==> src/rtl/adc_servo_filter.sv <==
// adc_servo_filter: averages strobed 12-bit ADC frames, applies a deadband to
// the averaged value, then slew-limits it into an 8-bit servo position word.
module adc_servo_filter #(
    parameter int AVG_LOG2   = 3,
    parameter int MAX_STEP   = 4,
    parameter int UPDATE_DIV = 500000,
    parameter int DEADBAND   = 2
) (
    input  logic        Clk,
    input  logic        Rst,
    input  logic [15:0] sample_in,
    input  logic        sample_valid,
    output logic [7:0]  avg_out,
    output logic [7:0]  pos_out,
    output logic        pos_valid,
    output logic        frame_err
);

    localparam int ACC_W  = 12 + AVG_LOG2;
    localparam int TICK_W = (UPDATE_DIV > 2) ? $clog2(UPDATE_DIV) : 1;

    localparam logic [TICK_W-1:0] TICK_LAST = TICK_W'(UPDATE_DIV - 1);
    localparam logic [7:0]        STEP_MAX  = 8'(MAX_STEP);
    localparam logic [8:0]        DB_MIN    = 9'(DEADBAND);
    localparam logic [7:0]        CENTRE    = 8'h80;

    typedef enum logic [1:0] {
        HOLD = 2'b00,
        UP   = 2'b01,
        DOWN = 2'b10
    } state_t;

    // Registered state
    logic [ACC_W-1:0]    r_acc;
    logic [AVG_LOG2-1:0] r_cnt;
    logic [TICK_W-1:0]   r_tick_cnt;
    logic [7:0]          r_avg;
    logic [7:0]          r_target;
    logic [7:0]          r_pos;
    logic                r_pos_valid;
    logic                r_frame_err;
    state_t              r_state;

    // Combinational helpers
    logic                w_bad_frame;
    logic                w_accept;
    logic                w_last;
    logic [ACC_W-1:0]    w_sum;
    logic [7:0]          w_avg8;
    logic [8:0]          w_db_diff;
    logic [8:0]          w_db_abs;
    logic                w_db_hit;
    logic                w_tick;
    logic [7:0]          w_gap;
    logic [7:0]          w_step;
    logic [7:0]          w_target_nxt;
    logic [7:0]          w_pos_nxt;
    logic                w_move;
    state_t              w_state_nxt;

    assign w_bad_frame = sample_valid && (sample_in[15:12] != 4'h0);
    assign w_accept    = sample_valid && (sample_in[15:12] == 4'h0);
    assign w_last      = w_accept && (r_cnt == '1);
    assign w_sum       = r_acc + ACC_W'(sample_in[11:0]);
    // Top 8 bits of the window sum are bits [11:4] of the truncated mean.
    assign w_avg8      = w_sum[ACC_W-1 -: 8];
    assign w_db_diff   = {1'b0, w_avg8} - {1'b0, r_target};
    assign w_db_abs    = w_db_diff[8] ? (9'd0 - w_db_diff) : w_db_diff;
    assign w_db_hit    = (w_db_abs >= DB_MIN);
    assign w_tick      = (r_tick_cnt == TICK_LAST);

    // Next target, slew step and next FSM state; the step always uses the
    // target held before this edge so a same-cycle target update waits a tick.
    // State is derived from the values being loaded, so r_state always
    // matches r_target vs r_pos.
    always_comb begin
        w_target_nxt = r_target;
        w_pos_nxt    = r_pos;
        w_move       = 1'b0;
        w_gap        = '0;
        w_step       = '0;
        w_state_nxt  = HOLD;

        if (w_last && w_db_hit) begin
            w_target_nxt = w_avg8;
        end

        case (r_state)
            UP: begin
                w_gap  = r_target - r_pos;
                w_step = (w_gap > STEP_MAX) ? STEP_MAX : w_gap;
                if (w_tick) begin
                    w_pos_nxt = r_pos + w_step;
                    w_move    = 1'b1;
                end
            end
            DOWN: begin
                w_gap  = r_pos - r_target;
                w_step = (w_gap > STEP_MAX) ? STEP_MAX : w_gap;
                if (w_tick) begin
                    w_pos_nxt = r_pos - w_step;
                    w_move    = 1'b1;
                end
            end
            default: begin
                w_pos_nxt = r_pos;
            end
        endcase

        if (w_pos_nxt < w_target_nxt) begin
            w_state_nxt = UP;
        end else if (w_pos_nxt > w_target_nxt) begin
            w_state_nxt = DOWN;
        end else begin
            w_state_nxt = HOLD;
        end
    end

    // Sample accumulation; window closes on the last accepted sample.
    always_ff @(posedge Clk or negedge Rst) begin
        if (!Rst) begin
            r_acc <= '0;
            r_cnt <= '0;
        end else if (w_last) begin
            r_acc <= '0;
            r_cnt <= '0;
        end else if (w_accept) begin
            r_acc <= w_sum;
            r_cnt <= r_cnt + 1'b1;
        end
    end

    // Average and deadbanded target register.
    always_ff @(posedge Clk or negedge Rst) begin
        if (!Rst) begin
            r_avg    <= '0;
            r_target <= CENTRE;
        end else begin
            if (w_last) begin
                r_avg <= w_avg8;
            end
            r_target <= w_target_nxt;
        end
    end

    // Free-running slew tick divider.
    always_ff @(posedge Clk or negedge Rst) begin
        if (!Rst) begin
            r_tick_cnt <= '0;
        end else if (w_tick) begin
            r_tick_cnt <= '0;
        end else begin
            r_tick_cnt <= r_tick_cnt + 1'b1;
        end
    end

    // FSM state register and slew-limited position.
    always_ff @(posedge Clk or negedge Rst) begin
        if (!Rst) begin
            r_state     <= HOLD;
            r_pos       <= CENTRE;
            r_pos_valid <= 1'b0;
        end else begin
            r_state     <= w_state_nxt;
            r_pos       <= w_pos_nxt;
            r_pos_valid <= w_move;
        end
    end

    // One-cycle frame error flag.
    always_ff @(posedge Clk or negedge Rst) begin
        if (!Rst) begin
            r_frame_err <= 1'b0;
        end else begin
            r_frame_err <= w_bad_frame;
        end
    end

    assign avg_out   = r_avg;
    assign pos_out   = r_pos;
    assign pos_valid = r_pos_valid;
    assign frame_err = r_frame_err;

endmodule

==> config.mk <==
export PLATFORM = sky130hd
export DESIGN_NAME = adc_servo_filter
export DESIGN_NICKNAME = d
export VERILOG_FILES = /design/src/rtl/adc_servo_filter.sv
export SDC_FILE = /design/constraint.sdc
export NUM_CORES = 1
export LEC_CHECK = 0
export ABC_AREA = 1
export ABC_CLOCK_PERIOD_IN_PS = 5500
export CAP_MARGIN = 30
export CORE_MARGIN = 1.5
export CORE_UTILIZATION = 45
export DETAILED_ROUTE_END_ITERATION = 12
export PLACE_DENSITY = 0.74
export SKIP_LAST_GASP = 1
export SYNTH_ARGS = -nofsm -noshare
export SYNTH_HDL_FRONTEND = slang
export SYNTH_SLANG_ARGS = --single-unit
==> constraint.sdc <==
create_clock -name Clk -period 5.5 [get_ports Clk]
set_clock_uncertainty 0.15 [all_clocks]
set_input_delay 0.55 -clock Clk [delete_from_list [all_inputs] [get_ports Clk]]
set_output_delay 0.55 -clock Clk [all_outputs]
set_load 0.01 [all_outputs]
==> results.py, run 1 <==
metrics = {
    "global_routing": {
        "grt_overflow": 0,
        "grt_pass1_vias": 4908,
        "grt_antenna_before_repair": 0,
        "grt_max_degree": 66,
        "grt_pass1_wl_um": 22700,
        "grt.total_usage_pct": 21.7,
    },
    "timing": {
        "final_max_slew_viol_count": 0,
        "worst_slack_ns": 0.210,
        "worst_pin_slew_ns": 0.823,
        "setup_viol": 0,
        "slew_headroom_pct": 45.1,
        "fin_setup_tns_ns": 0,
        "fmax_mhz": 189,
        "hold_violations": 0,
        "fin_crit_ns": 5.29,
        "period_share_pct": 96.2,
    },
    "synth": {
        "synthSimpleGateAreaFrac_pct": 28.4,
        "yosysUniqueCellTypes": 49,
        "synth-async-reset-ratio_pct": 100,
        "post_synth_mux_area_share_pct": 0,
        "post-synth-top-count-cell": "nand2_1",
        "synth_compound_area_share_pct": 12.5,
        "synth_top_family_by_area": "simple AND/OR/NAND/NOR gates",
        "yosysSeqAreaShare_pct": 29.5,
        "syn_area_sq_mm": 0.00552,
        "yosysTopAreaCell": "dfrtp_1",
        "avgSynthCellArea_sq_um": 7.15,
        "synthesis.instances": 772,
        "synthTopCellsByArea": "dfrtp_1, ha_1, nand2_1",
        "synth-seq-cells": 65,
        "yosysTopAreaCellShare_pct": 28.6,
        "synth_xor_area_share_pct": 4.53,
        "ys_warn_count": 0,
        "synth_fa_ha_area_share_pct": 15.8,
        "synth_edf_count": 0,
        "synth_ff_type": "dfrtp_1",
        "synth_commonest_cells": "nand2_1, inv_1, nor2_1",
    },
    "worst_setup_path": {
        "critical_path_required_ns": 5.56,
        "timing.rr.start": "pos_out[0]",
        "worstPathMaxFanout": 7,
        "worstSetupStartpointType": "input pin",
        "path_class": "input pin to register",
        "crit_buf_inv": 4,
        "reg2reg_to": "r_state[1]",
        "crit_top_cell": "nand2_1",
        "crit_path_top_delay_cell": "clkdlybuf4s50_1",
        "reg2reg_depth": 30,
        "critical-path-top-delay-family": "simple AND/OR/NAND/NOR gates",
        "reg2reg_slack_ns": 0.50,
        "worst_setup_path_end_kind": "register",
        "cp_slowest_stage_delay_ns": 0.51,
        "arrival_ns": 5.36,
    },
    "final_layout": {
        "diodes": 0,
        "fin_nets": 931,
        "fin_area_sq_mm": 0.00669,
        "utilization_pct": 55.7,
        "area_growth_pct": 21.2,
        "drive_gt1_share_pct": 11.0,
    },
    "run": {
        "cap_violations": 0,
    },
    "clocking": {
        "htree_levels": 3,
        "cts_tree": "yes",
        "clkTransAtPathRegs_ns": 0.06,
        "clock_latency_ns": 0.33,
        "cts_buffers": 9,
        "cts_sinks": 65,
        "clockBufferDepth": 2,
        "cts_root_buffer": "clkbuf_16",
    },
    "floorplan": {
        "die_x_um": 114,
        "coreArea_sq_mm": 0.0120,
        "die_h_um": 114,
        "placement_rows": 40,
        "ios": 37,
        "start_util_pct": 46.0,
        "die_area_sq_mm": 0.0129,
    },
    "drt": {
        "wl_per_cell_um": 13.4,
        "dr_wl_met2_um": 6330,
        "wl_met3_um": 579,
        "drc_errors": 0,
        "final_antenna_net_count": 0,
        "wl_met1_um": 6280,
        "topRoutingLayerUsed": "met4",
        "vias_per_cell": 5.22,
        "drtPass1Iterations": 5,
        "num_vias": 5211,
        "wl_um": 13400,
        "drt_iter0_markers": 364,
    },
    "status": {
        "outcome": "complete, no violations",
    },
    "placed_design": {
        "dpl_worst_slack_ns": -0.130,
        "placed_area_sq_mm": 0.00622,
        "hpwlAfterDp_um": 10300,
        "gp_congestion": 0.919,
        "io_buffers": 36,
    },
    "pwr": {
        "vdd_drop_max_v": 0.000329,
        "p_leak_uw": 0.00347,
        "power_density_mw_per_mm2": 549,
    },
    "hold_path": {
        "hold_path.class": "input pin to async pin",
    },
}
## what timing repair did
item | 4_1_cts | 5_1_grt
buffers inserted | 0 | 6
hold buffers | 0 | 0
resized for setup | 0 | 26
endpoints found under the setup margin | 0 | 2
## logic make-up (layout without fill, tap and decap cells)
logic type      after synthesis  in the layout
compound gates              118            118
fa+ha+maj                    66             66
buf+inv                     131            204
other cells                   2              8
simple gates                364            364
xor+xnor                     26             26
flops                        65             65
## where the power goes
group	total, uW	internal (uW)	switching, uW
clock	581	364	217
combinational	2490	1030	1460
sequential	608	554	53.5
total	3680	1950	1730
## sequential cells by signal, summed over array words and instances, names as in the netlist
signal / count
r_cnt: 3
r_state: 2
pos_out: 8
avg_out: 8
pos_valid: 1
r_tick_cnt: 19
frame_err: 1
r_target: 8
r_acc: 15
## stage by stage
stage                     hold WS, ns  cells  total power (uW)
final                           0.251    998              3680
after global routing            0.336    998              3990
after CTS                       0.287    992              3420
after detailed placement        0.315    976              2820
after global placement          0.305    976              2790
after floorplan                 0.104    778              2250
## cell usage in the layout, fill, tap and decap left out, types with 14 or more instances in the layout
cell type	count
o21ai_0	32
xor2_1	14
a21oi_1	35
nand4_1	15
clkdlybuf4s50_1	35
o21ai_1	14
buf_4	26
dfrtp_1	63
ha_1	58
nand3_1	51
nand2_1	191
nor2_1	64
inv_1	119
## final cells by class
cell class	instances	area, sq um
clock buffers	10	239
clock inverters	6	66.3
fillers	1136	5320
inverters	125	472
multi-input cells	582	3530
flip-flops and latches	65	1630
well taps	147	184
repair buffers	63	571
## how the worst max path moves through the flow
stage            endpoint          from  slack (ns)  cells past startpoint
6_report       r_state[1]  sample_in[2]        0.21                     32
5_1_grt        r_state[1]  sample_in[0]       -0.08                     30
4_1_cts        r_state[1]  sample_in[0]        0.19                     29
3_5_place_dp   r_state[1]  sample_in[0]       -0.13                     30
3_3_place_gp   r_state[1]  sample_in[0]        0.07                     29
2_1_floorplan  r_state[1]  sample_in[0]        0.65                     30
## per-layer routing
metal  up-vias  global-route usage (%)
met3        20                    3.08
met5         -                       0
li1       2667                       -
met1      2398                    29.8
met2       126                    36.3
met4         0                    5.67
No activity file was read; power rests on OpenSTA's default activity.
==> run 2: changes to the inputs <==
--- a/config.mk
+++ b/config.mk
@@ -8,7 +8,7 @@
 export ABC_AREA = 1
 export ABC_CLOCK_PERIOD_IN_PS = 5500
 export CAP_MARGIN = 30
-export CORE_MARGIN = 1.5
+export CORE_MARGIN = 4
 export CORE_UTILIZATION = 45
 export DETAILED_ROUTE_END_ITERATION = 12
 export PLACE_DENSITY = 0.74
==> run 2 against run 1 <==
Effect of this change:
- sequential power about the same
- final cell count down 0.50%
- non-clock buffer count down 5
- design area down 0.32%
- worst setup slack better by 0.16 ns
- worst hold slack better by 0.0023 ns
- count of clock-buffer cells in the layout down 1
- register-to-register slack worse by 0.04 ns
- sequential cell count unchanged
- die area up 9.0%
==> results.py, run 2 (synthesized netlist as in run 1, its figures left out) <==
metrics = {
    "status": {
        "outcome": "complete, no violations",
    },
    "timing": {
        "hold_violations": 0,
        "fin_crit_ns": 5.13,
        "setup_viol": 0,
        "worst_pin_slew_ns": 0.831,
        "fmax_mhz": 195,
        "period_share_pct": 93.3,
        "fin_setup_tns_ns": 0,
        "slew_headroom_pct": 44.6,
        "final_max_slew_viol_count": 0,
    },
    "worst_setup_path": {
        "crit_path_top_delay_cell": "clkdlybuf4s50_1",
        "reg2reg_depth": 30,
        "worstSetupStartpointType": "input pin",
        "cp_slowest_stage_delay_ns": 0.46,
        "path_class": "input pin to register",
        "path_depth": 30,
        "critical_path_required_ns": 5.61,
        "critical-path-top-delay-family": "simple AND/OR/NAND/NOR gates",
        "arrival_ns": 5.25,
        "reg2reg_slack_ns": 0.46,
        "crit_buf_inv": 5,
        "worstPathMaxFanout": 10,
        "worst_setup_path_end_kind": "register",
    },
    "final_layout": {
        "final_cell_mix": "nand2_1, inv_1, nor2_1",
        "largest_reg_flops": 19,
        "drive_gt1_share_pct": 10.2,
        "fin_nets": 926,
        "final_common_cell": "nand2_1",
        "largest_register": "r_tick_cnt",
        "largestRegisters": "r_tick_cnt x19, r_acc x15",
        "fill_cells": 1131,
        "final_cells": 993,
        "area_growth_pct": 20.8,
        "diodes": 0,
    },
    "pwr": {
        "power_density_mw_per_mm2": 548,
        "p_leak_uw": 0.00345,
        "power_uw": 3650,
        "vdd_drop_max_v": 0.000303,
    },
    "clocking": {
        "clockBufferDepth": 2,
        "htree_levels": 3,
        "cts_sinks": 65,
        "cts-hold-fix-buffers": 0,
        "cts_buffers": 9,
        "clock_latency_ns": 0.33,
        "cts_root_buffer": "clkbuf_16",
        "clkTransAtPathRegs_ns": 0.06,
        "cts_tree": "yes",
    },
    "drt": {
        "wl_um": 13200,
        "drt_iter0_markers": 315,
        "drc_errors": 0,
        "vias_per_cell": 5.14,
        "wl_per_cell_um": 13.3,
        "num_vias": 5106,
        "final_antenna_net_count": 0,
        "drtPass1Iterations": 5,
    },
    "floorplan": {
        "die_h_um": 119,
        "die_x_um": 119,
        "die_area_sq_mm": 0.0141,
        "ios": 37,
        "start_util_pct": 46.0,
        "coreArea_sq_mm": 0.0120,
        "placement_rows": 40,
    },
    "global_routing": {
        "grt_antenna_before_repair": 0,
        "grt.total_usage_pct": 19.1,
        "grt_max_degree": 66,
        "grt_overflow": 0,
        "grt_pass1_vias": 5029,
        "grt_pass1_wl_um": 22500,
    },
    "run": {
        "cap_violations": 0,
    },
    "hold_path": {
        "hold_path.class": "input pin to async pin",
    },
    "placed_design": {
        "hpwlAfterDp_um": 10200,
        "gp_congestion": 0.930,
        "place_inst": 974,
        "io_buffers": 36,
    },
}
## run 2: changes by cell type in the layout (fill, tap and decap cells not counted), sizes merged
| cell | previous run | this run |
|---|---|---|
| inv | 125 | 127 |
| bufinv | 1 | 4 |
| buf | 28 | 23 |
| clkinv | 5 | 1 |
| clkbuf | 10 | 9 |
## run 2: where the power goes
part | leakage [uW] | total [uW] | switching, uW | internal [uW]
Clock | 0.000183 | 719 | 224 | 495
Combinational | 0.00242 | 2330 | 1380 | 943
Sequential | 0.000852 | 609 | 54.5 | 554
## run 2: final timing paths
path | start | end
max | sample_in[0] | r_state[1]
max reg2reg | pos_out[0] | r_state[1]
min in group Clk | r_tick_cnt[0] | r_tick_cnt[0]
max in group asynchronous | Rst | avg_out[5]
min reg2reg | r_tick_cnt[0] | r_tick_cnt[0]
min | Rst | r_tick_cnt[11]
## run 2: through the flow
| stage | utilization [%] | setup WS, ns | area [sq um] | hold slack, ns |
|---|---|---|---|---|
| detailed placement | 51.5 | -0.0136 | 6190 | 0.319 |
| finish | 55.5 | 0.367 | 6670 | 0.253 |
| CTS | 54.6 | 0.265 | 6560 | 0.282 |
| global placement | 51.5 | 0.0946 | 6190 | 0.305 |
| global route | 55.5 | -0.0373 | 6670 | 0.324 |
| floorplan | - | 0.651 | 5540 | 0.104 |
## run 2: final cells by class
type / instances / area (sq um) / share of cell area [%]
clock inverters: 7 / 149 / 2.23
repair buffers: 58 / 524 / 7.86
inverters: 125 / 472 / 7.07
multi-input cells: 582 / 3490 / 52.3
flip-flops and latches: 65 / 1630 / 24.4
clock buffers: 9 / 225 / 3.38
well taps: 147 / 184 / 2.76
## run 2: repair_timing
action / in CTS / in global routing
buffers inserted: 0 / 3
resized for setup: 0 / 21
setup endpoints to repair: 0 / 2
## run 2: per-layer routing
layer	vias up	part of all wire, %	global-route usage (%)
met5	-	0	0
met4	0	1.7	5.21
met3	26	3.3	3.73
met2	91	47	32.2
met1	2339	48	25.2
li1	2650	-	-
## run 2: worst register-to-register path, delay by kind of cell (launching register included)
family | cells | cell delay, ns
DFF | 1 | 0.42
and+or+nand+nor | 19 | 2.09
adders and majority gates | 4 | 1.40
buffers and inverters | 3 | 0.24
AOI/OAI and AO/OA | 4 | 0.66
==> RTL change 1 (flow settings as in run 2) <==
Set the parameter `AVG_LOG2` to 4 (it was 3).
--- a/src/rtl/adc_servo_filter.sv
+++ b/src/rtl/adc_servo_filter.sv
@@ -1,7 +1,7 @@
 // adc_servo_filter: averages strobed 12-bit ADC frames, applies a deadband to
 // the averaged value, then slew-limits it into an 8-bit servo position word.
 module adc_servo_filter #(
-    parameter int AVG_LOG2   = 3,
+    parameter int AVG_LOG2   = 4,
     parameter int MAX_STEP   = 4,
     parameter int UPDATE_DIV = 500000,
     parameter int DEADBAND   = 2
Check against the original RTL: not equivalent (Yosys sat finds a counterexample within 10 cycles, from zero or initial values and one cycle with Rst low).
==> RTL change 1 against run 2 <==
Combinational power is 2% higher; critical path type unchanged; power is 0.61% higher; highest routed layer unchanged; non-clock buffer count is 6 lower; die area is 2.7% higher; count of clock-buffer cells in the layout stayed put; wire length is 3.9% higher; worst hold slack worse by 0.010 ns; design area is 1.6% higher; worst setup slack worse by 0.066 ns; sequential cell count is 2 higher; register-to-register slack better by 0.10 ns; area after synthesis is 2.9% higher; sequential power is 11% higher.
==> RTL change 1: results (changes against run 2) <==
[detailed_routing]
initialDrtViolationCount=369  ; was 315
dr_wl_met2_mm=6.44  ; was 6.25 mm
wl_per_cell_um=13.4  ; was 13.3 um
drt-pass1-iter-count=7  ; was 5
vias=5297  ; was 5106
wl_met1_mm=6.57  ; was 6.32 mm
routed-wl-met3_um=569  ; was 432 um
drt-total-wl_mm=13.7  ; was 13.2 mm

[pwr]
pwr-share-comb_pct=64.5  ; was 63.7%
netSwitchingPower_mw=1.74  ; was 1.66 mW
power.leakage_nw=3.37  ; was 3.45 nW
peakVddDrop_uv=316  ; was 303 uV
power_frac_clock_pct=17.2  ; was 19.7%
pg_seq_mw=0.674  ; was 0.609 mW

[place]
place.gp.congestion=0.938  ; was 0.930
place_ws_ns=-0.0311  ; was -0.0136 ns
dp_hpwl_mm=10.2  ; about the same
place_inst=1005  ; was 974

[final_layout]
drive_above_1_share_pct=9.80  ; was 10.2%
largestRegisters=r_tick_cnt: 19 flops, r_acc: 16 flops  ; was r_tick_cnt: 19 flops, r_acc: 15 flops
final_nets=936  ; was 926

[global_route]
grt_pass1_wl_mm=23.2  ; was 22.5 mm
grt_max_degree=68  ; was 66
track_usage_pct=19.4  ; was 19.1%
grt_pass1_vias=4895  ; was 5029

[worst_setup_path]
cp_max_fo=8  ; was 10
max_stage_delay_ns=0.41  ; was 0.46 ns

[yosys]
synth_xor_area_share_pct=5.33  ; was 4.53%
synth_adder_area_share_pct=15.1  ; was 15.8%
yosys-top-cells-area=dfrtp_1, ha_1, nand2_1  ; unchanged
ys_types=50  ; was 49
avgSynthCellArea_um2=7.20  ; was 7.15 um2
synthFlopType=dfrtp_1  ; unchanged
synth.yosys.seq_area_share_pct=29.6  ; was 29.5%
synth_common_cells=nand2_1, inv_1, nor2_1, dfrtp_1, nand3_1  ; was nand2_1, inv_1, nor2_1, dfrtp_1, ha_1

[outcome]
status=completed  ; unchanged

[timing]
slew_headroom_pct=43.2  ; was 44.6%

-- RTL change 1: cell count changes after synthesis, moves of 3 or more --
cell,run 2,this run
nand4_1,15,11
xor2_1,17,20
nand3b_1,3,0
xnor2_1,6,9
a21oi_1,37,41
nand3_1,53,64
inv_1,119,114
-- RTL change 1: cell families after synthesis --
logic type,Yosys count
AO/OA/AOI/OAI,123
XOR/XNOR,32
adder cells (fa/ha/maj),65
buffers and inverters,128
flip-flops,67
other,2
AND/OR/NAND/NOR,372
-- RTL change 1: cell type report --
| cell class | count | area, um2 |
|---|---|---|
| clock buffer | 9 | 225 |
| clock inverter | 7 | 101 |
| fill | 1146 | 5390 |
| inverter | 121 | 454 |
| multi-input combinational | 601 | 3620 |
| sequential | 67 | 1680 |
| tap | 168 | 210 |
| timing repair buffer | 52 | 479 |
-- RTL change 1: path summary, 6_finish.rpt --
kind | from | to | slack [ns] | cells past startpoint
setup / recovery | sample_in[4] | r_state[1] | 0.30 | 32
hold / removal | Rst | r_tick_cnt[10] | 0.24 | 2
setup reg to reg | r_acc[4] | r_state[1] | 0.56 | 31
hold reg to reg | r_tick_cnt[0] | r_tick_cnt[0] | 0.31 | 1
max in group asynchronous | Rst | avg_out[2] | 4.39 | 2
min in group Clk | r_tick_cnt[0] | r_tick_cnt[0] | 0.31 | 1
-- RTL change 1: layer usage --
metal,vias up,global-route usage (%)
met3,17,3.55
met1,2435,26.6
li1,2722,-
met5,-,0
met4,0,4.60
met2,123,31.9
-- RTL change 1: critical path, delay by kind of cell --
kind                       cells  cell delay [ns]
AOI/OAI and AO/OA              6             0.92
xor gates and xnor gates       2             0.38
adders and majority gates      3             0.98
buffers and inverters          5             0.79
and+or+nand+nor               16             1.64
==> RTL change 2 (settings of run 2) <==
Made on the original files. Re-encode `state_t` (3 states) as one-hot, 3 bits wide.
--- a/src/rtl/adc_servo_filter.sv
+++ b/src/rtl/adc_servo_filter.sv
@@ -24,10 +24,10 @@
     localparam logic [8:0]        DB_MIN    = 9'(DEADBAND);
     localparam logic [7:0]        CENTRE    = 8'h80;
 
-    typedef enum logic [1:0] {
-        HOLD = 2'b00,
-        UP   = 2'b01,
-        DOWN = 2'b10
+    typedef enum logic [2:0] {
+        HOLD = 3'b001,
+        UP   = 3'b010,
+        DOWN = 3'b100
     } state_t;
 
     // Registered state
Behaviour: no difference found for any inputs over 10 cycles, from zero or initial values and one cycle with Rst low; not proved beyond that.
==> RTL change 2 against run 2 <==
Power is 14% lower; largest power group unchanged; area after synthesis grew 1.1%; largest cell class unchanged; sequential power decreased by 1%; cell count rose by 5.4%; wire length rose by 5.1%; design area rose by 3.7%; sequential cell count is 1 higher; worst setup slack got worse by 0.095 ns; maximum frequency fell by 1.8%.
==> RTL change 2: results (changes against run 2) <==
[worst_setup_path]
crit_arrival_ns=5.32  ; was 5.25 ns
cp_max_fo=7  ; was 10

[final_layout]
multi_input_area_share_pct=50.8  ; was 52.3%
clock_area_share_pct=4.36  ; was 5.61%
n_all_inverters=124  ; was 125
seq_share_pct=23.9  ; was 24.4%
fillers=1141  ; was 1131
n_all_buffers=90  ; was 58
final_nets=957  ; was 926
seq_area_mm2=0.00166  ; was 0.00163 mm2
buf_share_pct=11.1  ; was 7.86%

[place]
dpl-instance-area_mm2=0.00649  ; was 0.00619 mm2
place.gp.congestion=0.927  ; was 0.930
place_inst=1024  ; was 974

[pwr]
power.leakage_nw=3.58  ; was 3.45 nW
peakVddDrop_uv=311  ; was 303 uV

[yosys]
synth.yosys.seq_area_share_pct=29.6  ; was 29.5%
avgSynthCellArea_um2=7.22  ; was 7.15 um2
synth_common_cells=nand2_1, inv_1, dfrtp_1, ha_1, nor2_1  ; was nand2_1, inv_1, nor2_1, dfrtp_1, ha_1
ys_ff_latch=66  ; was 65

[global_route]
grt_pass1_vias=5089  ; was 5029
grt_max_degree=67  ; was 66
grt_pass1_wl_mm=23.2  ; was 22.5 mm
track_usage_pct=19.7  ; was 19.1%

[detailed_routing]
vias=5377  ; was 5106
initialDrtViolationCount=310  ; was 315
drt-total-wl_mm=13.9  ; was 13.2 mm

[timing]
worst_slew_pin_slew_ns=0.843  ; was 0.831 ns

[outcome]
status=completed  ; unchanged

-- RTL change 2: worst paths after layout --
check	end	slack, ns	start	cells after the start
max in group asynchronous	r_target[5]	4.48	Rst	1
min	pos_out[6]	0.16	Rst	1
min reg2reg	r_tick_cnt[0]	0.31	r_tick_cnt[0]	1
min in group Clk	r_tick_cnt[0]	0.31	r_tick_cnt[0]	1
max	r_state[2]	0.27	sample_in[7]	32
max reg2reg	r_state[2]	0.40	pos_out[0]	25
-- RTL change 2: what timing repair did --
action                     in CTS  in global routing
hold buffers                    0                  0
setup endpoints to repair       0                  3
hold endpoints to repair        0                  0
resized for setup               0                 19
buffers inserted                0                  6
-- RTL change 2: cells by family (layout without fill, tap and decap cells) --
kind of cell,after synthesis,in the layout,synth area share (%)
flops,66,66,29.6
fa+ha+maj,64,64,15.1
xor+xnor,22,22,3.58
other cells,2,8,0.134
buf+inv,131,230,9.19
compound gates,119,119,13.3
simple gates,369,370,29.0
-- RTL change 2: critical path, delay by kind of cell --
family	cells	cell delay (ns)
buf+inv	6	0.96
fa+ha+maj	3	0.95
compound gates	6	0.83
simple gates	16	1.82
xor+xnor	1	0.21
-- RTL change 2: power by group --
part	switching, mW	internal (mW)
Combinational	1.08	0.857
Sequential	0.0478	0.555
Clock	0.236	0.354
Total	1.36	1.77
-- RTL change 2: layer usage --
| layer | wire (um) | vias up | GRT usage (%) |
|---|---|---|---|
| li1 | - | 2749 | - |
| met1 | 6410 | 2488 | 25.8 |
| met2 | 6670 | 115 | 33.4 |
| met3 | 491 | 25 | 3.28 |
| met4 | 326 | 0 | 5.73 |
| met5 | 0 | - | 0 |
